[src/rtl/nlfsr_search_scheduler_pkg.sv]
// nlfsr_search_scheduler_pkg: shared types and constants for the NLFSR tap-pair search scheduler
package nlfsr_search_scheduler_pkg;
  localparam int TAP_W = 5;
  typedef enum logic [1:0] {U_FREE, U_RUNNING, U_HOLD} unit_state_e;
  typedef enum logic [2:0] {D_IDLE, D_SCAN, D_UNRST, D_TAP_A, D_TAP_B, D_DRAIN} disp_state_e;
  function automatic int period(input int size);
    return (1 << size) - 1;
  endfunction
  function automatic int timeout_limit(input int size, input int margin);
    return period(size) + margin;
  endfunction
  function automatic int timeout_w(input int size, input int margin);
    return $clog2(timeout_limit(size, margin) + 1);
  endfunction
endpackage

[src/rtl/nlfsr_search_scheduler_if.sv]
// nlfsr_search_scheduler_if: host, tester-array and result signals of the search scheduler
interface nlfsr_search_scheduler_if #(
  parameter int NUM_UNITS = 4
);
  logic                 start;
  logic                 busy;
  logic                 done;
  logic [NUM_UNITS-1:0] u_res;
  logic [NUM_UNITS-1:0] u_ena;
  logic [NUM_UNITS-1:0] u_take_coef;
  logic [7:0]           u_coef;
  logic [NUM_UNITS-1:0] u_found;
  logic [NUM_UNITS-1:0] u_failure;
  logic                 r_valid;
  logic                 r_ready;
  logic [15:0]          r_taps;
  logic [15:0]          n_tested;
  logic [15:0]          n_found;
  logic [7:0]           n_timeout;
  modport master (
    input  start, u_found, u_failure, r_ready,
    output busy, done, u_res, u_ena, u_take_coef, u_coef, r_valid, r_taps, n_tested, n_found, n_timeout
  );
  modport slave (
    output start, u_found, u_failure, r_ready,
    input  busy, done, u_res, u_ena, u_take_coef, u_coef, r_valid, r_taps, n_tested, n_found, n_timeout
  );
endinterface

[src/rtl/nlfsr_search_scheduler_unit_tracker.sv]
// nlfsr_search_scheduler_unit_tracker: one tester's state, loaded tap pair and hang timer
module nlfsr_search_scheduler_unit_tracker
  import nlfsr_search_scheduler_pkg::*;
#(
  parameter int CW    = 25,
  parameter int LIMIT = 16777223
) (
  input  logic        clk,
  input  logic        res,
  input  logic        load,
  input  logic        to_hold,
  input  logic        to_free,
  input  logic [15:0] pair_in,
  output unit_state_e state,
  output logic [15:0] pair,
  output logic        expired
);
  logic [CW-1:0] cnt;
  assign expired = state == U_RUNNING && cnt == CW'(LIMIT);
  always_ff @(posedge clk) begin
    if (res) begin
      state <= U_FREE;
      cnt   <= '0;
      pair  <= '0;
    end else if (load) begin
      state <= U_RUNNING;
      cnt   <= '0;
      pair  <= pair_in;
    end else if (to_hold) begin
      state <= U_HOLD;
    end else if (to_free) begin
      state <= U_FREE;
    end else if (state == U_RUNNING && !expired) begin
      cnt <= cnt + CW'(1);
    end
  end
endmodule

[src/rtl/nlfsr_search_scheduler.sv]
// nlfsr_search_scheduler: enumerates (a,b) tap pairs, loads them into free testers and collects verdicts
module nlfsr_search_scheduler
  import nlfsr_search_scheduler_pkg::*;
#(
  parameter int SIZE      = 24,
  parameter int NUM_UNITS = 4,
  parameter int MARGIN    = 8
) (
  input logic clk,
  input logic res,
  nlfsr_search_scheduler_if.master bus
);
  localparam int LIMIT = timeout_limit(SIZE, MARGIN);
  localparam int CW = timeout_w(SIZE, MARGIN);
  localparam int KW = NUM_UNITS > 1 ? $clog2(NUM_UNITS) : 1;
  localparam logic [TAP_W-1:0] A_LAST = TAP_W'(SIZE - 2);
  localparam logic [TAP_W-1:0] B_LAST = TAP_W'(SIZE - 1);
  disp_state_e state, state_n;
  unit_state_e ust [NUM_UNITS];
  logic [15:0] upair [NUM_UNITS];
  logic [NUM_UNITS-1:0] expired, load, to_hold, to_free, free_m, flag_m, hold_m;
  logic [TAP_W-1:0] a, b;
  logic [KW-1:0] k, k_free, k_svc, k_rel;
  logic exhausted, any_svc, any_hold, take, svc_found, svc_fail, tmo, loading, rv;
  logic [1:0] inc_t;
  logic [15:0] taps, n_tested, n_found;
  logic [7:0] n_timeout;
  assign loading = state == D_TAP_A || state == D_TAP_B;
  for (genvar i = 0; i < NUM_UNITS; i++) begin : g_unit
    nlfsr_search_scheduler_unit_tracker #(.CW(CW), .LIMIT(LIMIT)) u_trk (
      .clk     (clk),
      .res     (res),
      .load    (load[i]),
      .to_hold (to_hold[i]),
      .to_free (to_free[i]),
      .pair_in ({8'(b), 8'(a)}),
      .state   (ust[i]),
      .pair    (upair[i]),
      .expired (expired[i])
    );
    assign free_m[i]  = ust[i] == U_FREE;
    assign hold_m[i]  = ust[i] == U_HOLD;
    assign flag_m[i]  = ust[i] == U_RUNNING && (bus.u_found[i] || bus.u_failure[i] || expired[i]);
    assign load[i]    = state == D_TAP_B && k == KW'(i);
    assign to_hold[i] = any_svc && k_svc == KW'(i) && svc_found;
    assign to_free[i] = (any_svc && k_svc == KW'(i) && !svc_found) || (take && k_rel == KW'(i));
    assign bus.u_res[i]       = res || (state == D_UNRST && k == KW'(i));
    assign bus.u_ena[i]       = !res && (ust[i] != U_FREE || (loading && k == KW'(i)));
    assign bus.u_take_coef[i] = !res && loading && k == KW'(i);
  end
  // Release order among held units follows enumeration order, keyed {a,b}
  always_comb begin
    k_free = '0;
    k_svc  = '0;
    k_rel  = '0;
    for (int i = NUM_UNITS - 1; i >= 0; i--) begin
      if (free_m[i]) k_free = KW'(i);
      if (flag_m[i]) k_svc = KW'(i);
    end
    for (int i = 0; i < NUM_UNITS; i++)
      if (hold_m[i] && (!hold_m[k_rel] ||
          {upair[i][7:0], upair[i][15:8]} < {upair[k_rel][7:0], upair[k_rel][15:8]}))
        k_rel = KW'(i);
  end
  assign any_svc   = |flag_m;
  assign any_hold  = |hold_m;
  assign svc_found = bus.u_found[k_svc];
  assign svc_fail  = bus.u_failure[k_svc];
  assign tmo       = any_svc && !svc_found && !svc_fail;
  assign take      = any_hold && (!rv || bus.r_ready);
  assign inc_t     = {1'b0, any_svc && !svc_found} + {1'b0, take};
  always_comb begin
    state_n = state;
    case (state)
      D_IDLE:  state_n = bus.start ? D_SCAN : D_IDLE;
      D_SCAN:  state_n = exhausted ? D_DRAIN : (|free_m) ? D_UNRST : D_SCAN;
      D_UNRST: state_n = D_TAP_A;
      D_TAP_A: state_n = D_TAP_B;
      D_TAP_B: state_n = D_SCAN;
      D_DRAIN: state_n = (&free_m && !rv) ? D_IDLE : D_DRAIN;
      default: state_n = D_IDLE;
    endcase
  end
  always_ff @(posedge clk) begin
    if (res) begin
      state     <= D_IDLE;
      a         <= '0;
      b         <= '0;
      k         <= '0;
      exhausted <= 1'b0;
      rv        <= 1'b0;
      taps      <= '0;
      n_tested  <= '0;
      n_found   <= '0;
      n_timeout <= '0;
    end else begin
      state <= state_n;
      if (state == D_SCAN) k <= k_free;
      if (state == D_TAP_B) begin
        if (b != B_LAST) b <= b + TAP_W'(1);
        else if (a == A_LAST) exhausted <= 1'b1;
        else begin
          a <= a + TAP_W'(1);
          b <= a + TAP_W'(2);
        end
      end
      if (take) begin
        rv   <= 1'b1;
        taps <= upair[k_rel];
      end else if (bus.r_ready) rv <= 1'b0;
      if (state == D_IDLE && bus.start) begin
        a         <= TAP_W'(1);
        b         <= TAP_W'(2);
        exhausted <= 1'b0;
        n_tested  <= '0;
        n_found   <= '0;
        n_timeout <= '0;
      end else begin
        n_tested  <= n_tested > 16'hFFFF - 16'(inc_t) ? 16'hFFFF : n_tested + 16'(inc_t);
        n_found   <= take && n_found != 16'hFFFF ? n_found + 16'd1 : n_found;
        n_timeout <= tmo && n_timeout != 8'hFF ? n_timeout + 8'd1 : n_timeout;
      end
    end
  end
  assign bus.busy      = !res && state != D_IDLE;
  assign bus.done      = !res && state == D_DRAIN && &free_m && !rv;
  assign bus.u_coef    = loading && !res ? 8'(state == D_TAP_B ? b : a) : 8'd0;
  assign bus.r_valid   = rv && !res;
  assign bus.r_taps    = taps;
  assign bus.n_tested  = n_tested;
  assign bus.n_found   = n_found;
  assign bus.n_timeout = n_timeout;
endmodule
[src/flat_wrapper.sv]
// flat-port wrapper written by rule: the top's interface ports become plain ports
module nlfsr_search_scheduler_flat import nlfsr_search_scheduler_pkg::*;
#(
  parameter int SIZE      = 24,
  parameter int NUM_UNITS = 4,
  parameter int MARGIN    = 8
)
  (clk, res, bus_start, bus_u_found, bus_u_failure, bus_r_ready, bus_busy, bus_done, bus_u_res, bus_u_ena, bus_u_take_coef, bus_u_coef, bus_r_valid, bus_r_taps, bus_n_tested, bus_n_found, bus_n_timeout);
  nlfsr_search_scheduler_if #(.NUM_UNITS(NUM_UNITS)) bus_i ();
  input logic clk;
  input logic res;
  input wire logic [$bits(bus_i.start)-1:0] bus_start;
  input wire logic [$bits(bus_i.u_found)-1:0] bus_u_found;
  input wire logic [$bits(bus_i.u_failure)-1:0] bus_u_failure;
  input wire logic [$bits(bus_i.r_ready)-1:0] bus_r_ready;
  output wire logic [$bits(bus_i.busy)-1:0] bus_busy;
  output wire logic [$bits(bus_i.done)-1:0] bus_done;
  output wire logic [$bits(bus_i.u_res)-1:0] bus_u_res;
  output wire logic [$bits(bus_i.u_ena)-1:0] bus_u_ena;
  output wire logic [$bits(bus_i.u_take_coef)-1:0] bus_u_take_coef;
  output wire logic [$bits(bus_i.u_coef)-1:0] bus_u_coef;
  output wire logic [$bits(bus_i.r_valid)-1:0] bus_r_valid;
  output wire logic [$bits(bus_i.r_taps)-1:0] bus_r_taps;
  output wire logic [$bits(bus_i.n_tested)-1:0] bus_n_tested;
  output wire logic [$bits(bus_i.n_found)-1:0] bus_n_found;
  output wire logic [$bits(bus_i.n_timeout)-1:0] bus_n_timeout;
  assign bus_i.start = bus_start;
  assign bus_i.u_found = bus_u_found;
  assign bus_i.u_failure = bus_u_failure;
  assign bus_i.r_ready = bus_r_ready;
  assign bus_busy = bus_i.busy;
  assign bus_done = bus_i.done;
  assign bus_u_res = bus_i.u_res;
  assign bus_u_ena = bus_i.u_ena;
  assign bus_u_take_coef = bus_i.u_take_coef;
  assign bus_u_coef = bus_i.u_coef;
  assign bus_r_valid = bus_i.r_valid;
  assign bus_r_taps = bus_i.r_taps;
  assign bus_n_tested = bus_i.n_tested;
  assign bus_n_found = bus_i.n_found;
  assign bus_n_timeout = bus_i.n_timeout;
  nlfsr_search_scheduler #(.SIZE(SIZE), .NUM_UNITS(NUM_UNITS), .MARGIN(MARGIN)) u_core (.clk(clk), .res(res), .bus(bus_i));
endmodule
[config.mk]
export PLATFORM = sky130hd
export DESIGN_NAME = nlfsr_search_scheduler_flat
export DESIGN_NICKNAME = d
export VERILOG_FILES = /design/src/rtl/nlfsr_search_scheduler_pkg.sv /design/src/rtl/nlfsr_search_scheduler_if.sv /design/src/rtl/nlfsr_search_scheduler_unit_tracker.sv /design/src/rtl/nlfsr_search_scheduler.sv /design/src/flat_wrapper.sv
export SDC_FILE = /design/constraint.sdc
export NUM_CORES = 1
export LEC_CHECK = 0
export CORE_ASPECT_RATIO = 0.8
export CORE_MARGIN = 2
export CORE_UTILIZATION = 55
export CTS_BUF_LIST = sky130_fd_sc_hd__clkbuf_4 sky130_fd_sc_hd__clkbuf_8
export CTS_CLUSTER_SIZE = 20
export DETAILED_ROUTE_END_ITERATION = 10
export PLACE_DENSITY = 0.79
export SYNTH_ARGS = -nofsm -noshare
export SYNTH_HDL_FRONTEND = slang
export SYNTH_SLANG_ARGS = --single-unit
[constraint.sdc]
create_clock -name clk -period 5.3 [get_ports clk]
set_input_delay 1.06 -clock clk [delete_from_list [all_inputs] [get_ports clk]]
set_output_delay 1.06 -clock clk [all_outputs]
set_load 0.05 [all_outputs]
* Word level (Yosys, flattened, before mapping)
Cells that the tools add are included.
** Word-level totals
- Flip-flop bits (word level) :: 221
- Bits of input ports :: 12
- Output and inout bits :: 79
- Logic and storage cells :: 296
** Cells by class
- Add/sub/neg operators :: 12
- $lt $le $gt $ge :: 10
- Equality and inequality tests :: 34
- Muxes and demuxes :: 58
- Bitwise operators :: 13
- Reductions and logical operators :: 141
** Operators by type and width (count)
- $mux W16 :: 7
- $add A25 B1 Y25 const B :: 4
- $eq A25 B25 Y1 const B :: 4
- $bmux W16 S2 :: 3
- $logic_and A1 B1 Y1 :: 64
- $mux W2 :: 21
- $lt A13 B16 Y1 :: 2
- $logic_or A1 B1 Y1 :: 25
- $reduce_and A3 Y1 :: 7
- $eq A2 B2 Y1 const B :: 10
- $reduce_bool A2 Y1 :: 10
- $pmux W3 S6 :: 1
- $add A16 B1 Y16 const B :: 1
- $add A16 B2 Y16 :: 1
- $gt A16 B16 Y1 :: 1
- $mux W1 :: 16
- $ne A16 B16 Y1 const B :: 1
- $mux W5 :: 3
- $reduce_bool A3 Y1 :: 5
- $eq A2 B1 Y1 const B :: 7
- $logic_not A2 Y1 :: 7
- $lt A13 B13 Y1 :: 1
- $reduce_or A4 Y1 :: 3
- $logic_not A1 Y1 :: 11
- other kinds (25) :: 53

* Logic depth before layout (Yosys ltp)
- Depth after elaboration :: 27
- Gate-level depth with buffers :: 29
- Mapped depth without buffers :: 25

* Cells and area by module
From an unflattened synthesis, not the netlist that was laid out.
** Unflattened totals
- Cells, all modules :: 1578
- Area total of the unflattened synthesis :: 13377.8 um^2
** Modules (own cells, without submodules)
- nlfsr_search_scheduler :: times used 1, cells an instance 734, area an instance 5660.4 um^2, seq. area each 1461.4 um^2
- nlfsr_search_scheduler_unit_tracker (u_core.g_unit[0].u_trk ...) :: times used 3, cells an instance 206, area an instance 1868.0 um^2, seq. area each 860.8 um^2
- nlfsr_search_scheduler_unit_tracker (u_core.g_unit[3].u_trk) :: times used 1, cells an instance 226, area an instance 2113.3 um^2, seq. area each 860.8 um^2

* Worst setup path after synthesis
OpenSTA, ideal clock, no wires.
- Path type :: reg2reg
- Start point :: reg u_core.g_unit[0].u_trk.pair[3]
- End point :: reg u_core.g_unit[0].u_trk.state[1]
- Library setup time :: 150 ps
- Data arrival time :: 5325 ps
- Data required time :: 5150 ps
- Slack :: -175 ps
- Stages on the path, launching flop included :: 27
- Buffers on the path :: 3
- Period minus slack after synthesis :: 5475 ps
- Path through :: dfxtp_1 -> inv_1 -> ha_1 -> and4_1 -> nand4_1 -> o211ai_1 -> and2_1 -> clkbuf_1 -> mux2i_1 -> ha_1 -> a2111oi_0 -> nor3_1 -> o211ai_1 -> nand2_1 -> and2_1 -> buf_2 -> clkbuf_1 -> nand2_1 -> o21ai_0 -> ha_1 -> nand2_1 -> nor3_1 -> o2111ai_1 -> a31o_2 -> a21o_1 -> nor2_1 -> a211oi_1
** On the way
- Word-level cells in the longest chain between the ends :: 24
- Elaborated cells between the ends (all ways) :: 30
- Those cells by class :: 3 x order compare; 13 x mux; 2 x bitwise; 12 x reduce/logical
** Ends and longest elaborated chain
- from (decl) :: RTL line nlfsr_search_scheduler_unit_tracker.sv:15 : output logic [15:0] pair,
- from (signal assigned) :: RTL line nlfsr_search_scheduler_unit_tracker.sv:28 : pair <= pair_in;
- $lt A13 B13 Y1 :: RTL line nlfsr_search_scheduler.sv:62 : {upair[i][7:0], upair[i][15:8]} < {upair[k_rel][7:0], upair[k_rel][15:8]}))
- $logic_or A1 B1 Y1 :: RTL line nlfsr_search_scheduler.sv:61 : if (hold_m[i] && (!hold_m[k_rel] ||
- $logic_and A1 B1 Y1 :: RTL line nlfsr_search_scheduler.sv:61
- $mux W1 :: RTL line nlfsr_search_scheduler.sv:61
- $not A2 Y3 (not written as such) :: RTL line nlfsr_search_scheduler.sv:62
- $bmux W16 S2 :: RTL line nlfsr_search_scheduler.sv:62
- $mux W16 (not written as such) (2 in a row) :: RTL line nlfsr_search_scheduler.sv:62
- $lt A13 B16 Y1 :: RTL line nlfsr_search_scheduler.sv:62
- [... 7 more ...]
- $lt A13 B16 Y1 :: RTL line nlfsr_search_scheduler.sv:62
- $logic_or A1 B1 Y1 :: RTL line nlfsr_search_scheduler.sv:61
- $logic_and A1 B1 Y1 :: RTL line nlfsr_search_scheduler.sv:61
- $mux W2 (*) :: RTL line nlfsr_search_scheduler.sv:61
- $logic_not A2 Y1 (*) :: RTL line nlfsr_search_scheduler.sv:46 : assign to_free[i] = (any_svc && k_svc == KW'(i) && !svc_found) || (take && k_rel == KW'(i));
- $logic_and A1 B1 Y1 (*) :: RTL line nlfsr_search_scheduler.sv:46
- $logic_or A1 B1 Y1 (*) :: RTL line nlfsr_search_scheduler.sv:46
- $reduce_bool A2 Y1 (no source line) (*)
- to (signal assigned) :: RTL line nlfsr_search_scheduler_unit_tracker.sv:26 : state <= U_RUNNING;
- to (signal assigned) :: RTL line nlfsr_search_scheduler_unit_tracker.sv:30 : state <= U_HOLD;
- to (signal assigned) :: RTL line nlfsr_search_scheduler_unit_tracker.sv:32 : state <= U_FREE;
- to (decl) :: RTL line nlfsr_search_scheduler_unit_tracker.sv:14 : output unit_state_e state,
Every way passes the cells marked *; elsewhere a longest branch is shown, timed or not. The select of a mux whose other input is x is not followed.
A chain may end at the register's enable or synchronous reset.

* Worst setup path in the final report
- Start point :: reg u_core.g_unit[1].u_trk.pair[2]
- End point :: reg u_core.taps[11] (netlist: u_core.bus.r_taps[11])
** On the way
- Word-level cells in the longest chain between the ends :: 24
- Elaborated cells between the ends (all ways) :: 30
- Those cells by class :: 3 x order compare; 16 x mux; 3 x bitwise; 8 x reduce/logical
** Ends and longest elaborated chain
- from (decl) :: RTL line nlfsr_search_scheduler_unit_tracker.sv:15
- from (signal assigned) :: RTL line nlfsr_search_scheduler_unit_tracker.sv:28
- $lt A13 B13 Y1 :: RTL line nlfsr_search_scheduler.sv:62
- $logic_or A1 B1 Y1 :: RTL line nlfsr_search_scheduler.sv:61
- $logic_and A1 B1 Y1 :: RTL line nlfsr_search_scheduler.sv:61
- $mux W1 :: RTL line nlfsr_search_scheduler.sv:61
- $not A2 Y3 (not written as such) :: RTL line nlfsr_search_scheduler.sv:62
- $bmux W16 S2 :: RTL line nlfsr_search_scheduler.sv:62
- $mux W16 (not written as such) (2 in a row) :: RTL line nlfsr_search_scheduler.sv:62
- $lt A13 B16 Y1 :: RTL line nlfsr_search_scheduler.sv:62
- [... 5 more ...]
- $mux W16 (not written as such) (2 in a row) :: RTL line nlfsr_search_scheduler.sv:62
- $lt A13 B16 Y1 :: RTL line nlfsr_search_scheduler.sv:62
- $logic_or A1 B1 Y1 :: RTL line nlfsr_search_scheduler.sv:61
- $logic_and A1 B1 Y1 :: RTL line nlfsr_search_scheduler.sv:61
- $mux W2 (*) :: RTL line nlfsr_search_scheduler.sv:61
- $not A2 Y3 (not written as such) (*) :: RTL line nlfsr_search_scheduler.sv:109 : taps <= upair[k_rel];
- $bmux W16 S2 (*) :: RTL line nlfsr_search_scheduler.sv:109
- $mux W16 (not written as such) (*) (2 in a row) :: RTL line nlfsr_search_scheduler.sv:109
- to (signal assigned) :: RTL line nlfsr_search_scheduler.sv:109
- to (decl) :: RTL line nlfsr_search_scheduler.sv:26 : logic [15:0] taps, n_tested, n_found;
Marks and branches as above.

==> flow_summary.rst <==
.. list-table::
   :header-rows: 1

   * - Metric
     - Value
   * - Run status
     - completed
   * - Number of instances in the synthesized netlist
     - 1377
   * - Die ar.
     - 21200 um^2
   * - Row cnt
     - 46
   * - # H-tree levels
     - 2
   * - Starting DRC count in detailed routing
     - 746
   * - Avg Inst Size Synth
     - 7.99 um^2
   * - Via count of the first global-routing pass
     - 9019
   * - Most used cell along the critical path
     - sky130_fd_sc_hd__o21ai_1
   * - Placed insts
     - 1697
   * - CTS Hold Bufs
     - 0
   * - Library cell contributing the largest single delay on the critical path
     - sky130_fd_sc_hd__dfxtp_2
   * - Final hold violations
     - 0
   * - Die outline height
     - 130 um
   * - Chip Width
     - 162 um
   * - Share of synthesized flip-flops with an asynchronous set or reset
     - 0
   * - Top-Level Pins
     - 91
   * - First-pass GRT wire length
     - 45.3 mm
   * - Largest cells by area after synthesis
     - sky130_fd_sc_hd__dfxtp_1, sky130_fd_sc_hd__nand2_1, sky130_fd_sc_hd__nor2_1
   * - Antenna-violating nets left
     - 0
   * - Synthesized flop and latch total
     - 215
   * - CP max stage delay
     - 0.34 ns
   * - Most frequent cells in the layout
     - sky130_fd_sc_hd__dfxtp_1, sky130_fd_sc_hd__nand2_1, sky130_fd_sc_hd__nor2_1
   * - Global placer's final weighted congestion
     - 0.942
   * - Floorplan core area
     - 19700 um^2
   * - Dominant combinational cell family by area after synthesis
     - simple AND/OR/NAND/NOR gates
   * - Total cell area at the placement stage
     - 12100 um^2
   * - Fraction of synthesized cell area in xor and xnor cells
     - 0.0860
   * - Post-Syn Area
     - 11000 um^2
   * - Antenna Diode Count
     - 0
   * - Largest voltage drop on the vdd net
     - 0.000153 V
   * - Detailed Route WL
     - 28.7 mm
   * - Type of the worst setup path
     - flip-flop to flip-flop
   * - Pin count of the biggest net entering global routing
     - 47
   * - Type of destination of the critical path
     - flip-flop
   * - Yosys warns
     - 0
   * - Worst-path clk slew
     - 0.06 ns
   * - Routed via count
     - 10.1k
   * - Transition time at the pin with the least slew margin
     - 1.10 ns
   * - Crit path buffers/inverters
     - 5
   * - Library cell occupying the most area in the post-synthesis netlist
     - sky130_fd_sc_hd__dfxtp_1
   * - Clock Skews
     - 0.0151 ns
   * - Core Util, Final
     - 0.672
   * - Final total negative setup slack
     - 0 ns
   * - Final worst path period need
     - 5.20 ns
   * - Combined global-route utilization of all metal layers
     - 0.262
   * - Count of input and output buffers
     - 81
   * - Max-cap violations
     - 0
   * - Number of buffers inserted during clock tree synthesis
     - 35
   * - Fraction of final layout cells sized beyond drive strength 1
     - 0.118
   * - Number of library cell types mapped by synthesis
     - 77
   * - Detailed placer's ending HPWL
     - 20.1 mm
   * - Number of synthesized flops with an enable pin
     - 0
   * - Highest achievable clock rate
     - 192 MHz
   * - TritonCTS clock tree
     - done
   * - Routed via count divided by cell count
     - 5.71
   * - Share of the synthesized area in the top cell type
     - 0.391
   * - Leading cell type in the layout, fill and taps excluded
     - sky130_fd_sc_hd__dfxtp_1
   * - Final instance area
     - 13300 um^2
   * - Slew Viols, Final
     - 0
   * - Final worst slack
     - 0.101 ns
   * - Synth Area in Compound Gates
     - 0.140
   * - Endpoints failing setup
     - 0
   * - Total leakage power
     - 4.88 nW
   * - Sequential share of the synthesized area
     - 0.391
   * - Data arrival time of the critical path
     - 5.64 ns
   * - Number of antenna violations at the first check in global routing
     - 0
   * - CP delay by family, top
     - compound AO/OA/AOI/OAI gates
   * - Most used flip-flop cell after synthesis
     - sky130_fd_sc_hd__dfxtp_1
   * - Fraction of synthesized area in multiplexers
     - 0.0155
   * - Clock latency on the worst-skew pair
     - 0.53 ns
   * - Power density cells
     - 248 nW/um^2
   * - Filler-free cell count of the finished design
     - 1769
   * - Critical Path Fanout Max
     - 7
   * - Area Overhead vs Synth
     - 20.6%
   * - Worst Path Required
     - 5.74 ns
   * - Avg WL per Cell
     - 16.2 um
   * - Period utilization
     - 0.981
   * - Aggregate global routing overflow
     - 0
   * - Drc violations
     - 0
   * - Initial cell density of the core
     - 0.557
   * - Type of the worst min-delay path
     - flip-flop to flip-flop
   * - Startpoint type of the worst setup path
     - flip-flop
   * - Adder-cell area share of the yosys netlist
     - 0.0485
   * - CTS sink cnt
     - 215
   * - Total Nets Final
     - 1540
   * - Worst-case headroom to the max-slew limit
     - 0.269
   * - First-pass iteration count of the detailed router
     - 5
   * - DP Worst Slack
     - -0.175 ns
   * - Buffers from clock root to sink, at most
     - 3
   * - Clk Tree Root Cell
     - sky130_fd_sc_hd__clkbuf_8
   * - Basic-gate share of the synthesized area counting and, or, nand and nor cells
     - 0.278
[worst paths after layout]
check	startpoint	endpoint	slack, ns	cells after the start
max	u_core.g_unit[1].u_trk.pair[2]	u_core.bus.r_taps[11]	0.10	28
max reg2reg	u_core.g_unit[1].u_trk.pair[2]	u_core.bus.r_taps[11]	0.10	28
min reg2reg	u_core.g_unit[0].u_trk.cnt[24]	u_core.g_unit[0].u_trk.cnt[24]	0.48	2
min	u_core.g_unit[0].u_trk.cnt[24]	u_core.g_unit[0].u_trk.cnt[24]	0.48	2
[final cells by class]
type | count | area [um^2]
inverters | 38 | 143
clock inverters | 2 | 12.5
well taps | 264 | 330
fillers | 1596 | 6470
multi-input cells | 1062 | 6530
repair buffers | 134 | 1250
clock buffers | 54 | 693
flip-flops and latches | 215 | 4310
[worst register-to-register path: cells and delay by family, from the launching register on]
family | cells | cell delay (ns)
AOI/OAI and AO/OA | 12 | 2.27
adders and majority gates | 3 | 0.89
and+or+nand+nor | 7 | 0.76
buffers and inverters | 5 | 0.64
DFF | 1 | 0.34
muxes | 1 | 0.22
[sequential cells by signal, summed over array words and instances, names as in the netlist]
| register | count |
|---|---|
| u_core.b | 5 |
| u_core.a | 5 |
| u_core.exhausted | 1 |
| u_core.g_unit.u_trk.state | 8 |
| u_core.bus.n_tested | 16 |
| u_core.state | 3 |
| u_core.g_unit.u_trk.pair | 40 |
| u_core.g_unit.u_trk.cnt | 100 |
| u_core.bus.n_found | 16 |
| u_core.k | 2 |
| u_core.rv | 1 |
| u_core.bus.n_timeout | 8 |
| u_core.bus.r_taps | 10 |
[repair_timing]
item,4_1_cts,5_1_grt
setup endpoints to repair,14,14
gates cloned,0,1
endpoints found under the hold margin,0,0
pin swaps,0,27
resized for setup,9,56
setup buffers,0,15
[metrics by stage]
step	total power, W	hold WS, ns
floorplan	0.00179	0.440
global placement	0.00184	0.463
detailed placement	0.00184	0.467
CTS	0.00331	0.475
global route	0.00340	0.511
finish	0.00329	0.483
[cell usage after synthesis (9+ instances only)]
cell and n:
sky130_fd_sc_hd__nor3_1 32, sky130_fd_sc_hd__ha_1 41, sky130_fd_sc_hd__nand2_1 184, sky130_fd_sc_hd__o21ai_0 52, sky130_fd_sc_hd__xnor2_1 42, sky130_fd_sc_hd__and4_1 13, sky130_fd_sc_hd__nor2b_1 13, sky130_fd_sc_hd__a211oi_1 13
sky130_fd_sc_hd__nor2_1 180, sky130_fd_sc_hd__clkbuf_1 47, sky130_fd_sc_hd__buf_4 9, sky130_fd_sc_hd__dfxtp_1 215, sky130_fd_sc_hd__xor2_1 66, sky130_fd_sc_hd__a21oi_1 112, sky130_fd_sc_hd__a21o_1 9, sky130_fd_sc_hd__nand2b_1 18
sky130_fd_sc_hd__nand4_1 24, sky130_fd_sc_hd__inv_1 38, sky130_fd_sc_hd__nor4_1 15, sky130_fd_sc_hd__and2_1 11, sky130_fd_sc_hd__or3_1 27, sky130_fd_sc_hd__mux2i_1 17, sky130_fd_sc_hd__buf_1 10, sky130_fd_sc_hd__and3_1 30
sky130_fd_sc_hd__nand3_1 56
[cells by family (layout without fill, tap and decap cells)]
logic type      Yosys count  after routing
xor+xnor                108            108
buf+inv                 108            228
flops                   215            215
mux                      17             17
compound gates          251            251
simple gates            635            635
other cells               1              9
fa+ha+maj                42             42
[where the power goes]
| group | switching, W | internal, W |
|---|---|---|
| sequential | 0.0000182 | 0.00162 |
| combinational | 0.000117 | 0.0000467 |
| clock | 0.000661 | 0.000825 |
| total | 0.000796 | 0.00249 |
[per-layer routing]
layer / global-route usage / share of wire / vias up
li1: - / - / 4972
met1: 0.374 / 0.47 / 4788
met2: 0.409 / 0.44 / 303
met3: 0.0480 / 0.074 / 46
met4: 0.0781 / 0.019 / 0
met5: 0 / 0 / -
No activity file was read; power rests on OpenSTA's default activity.
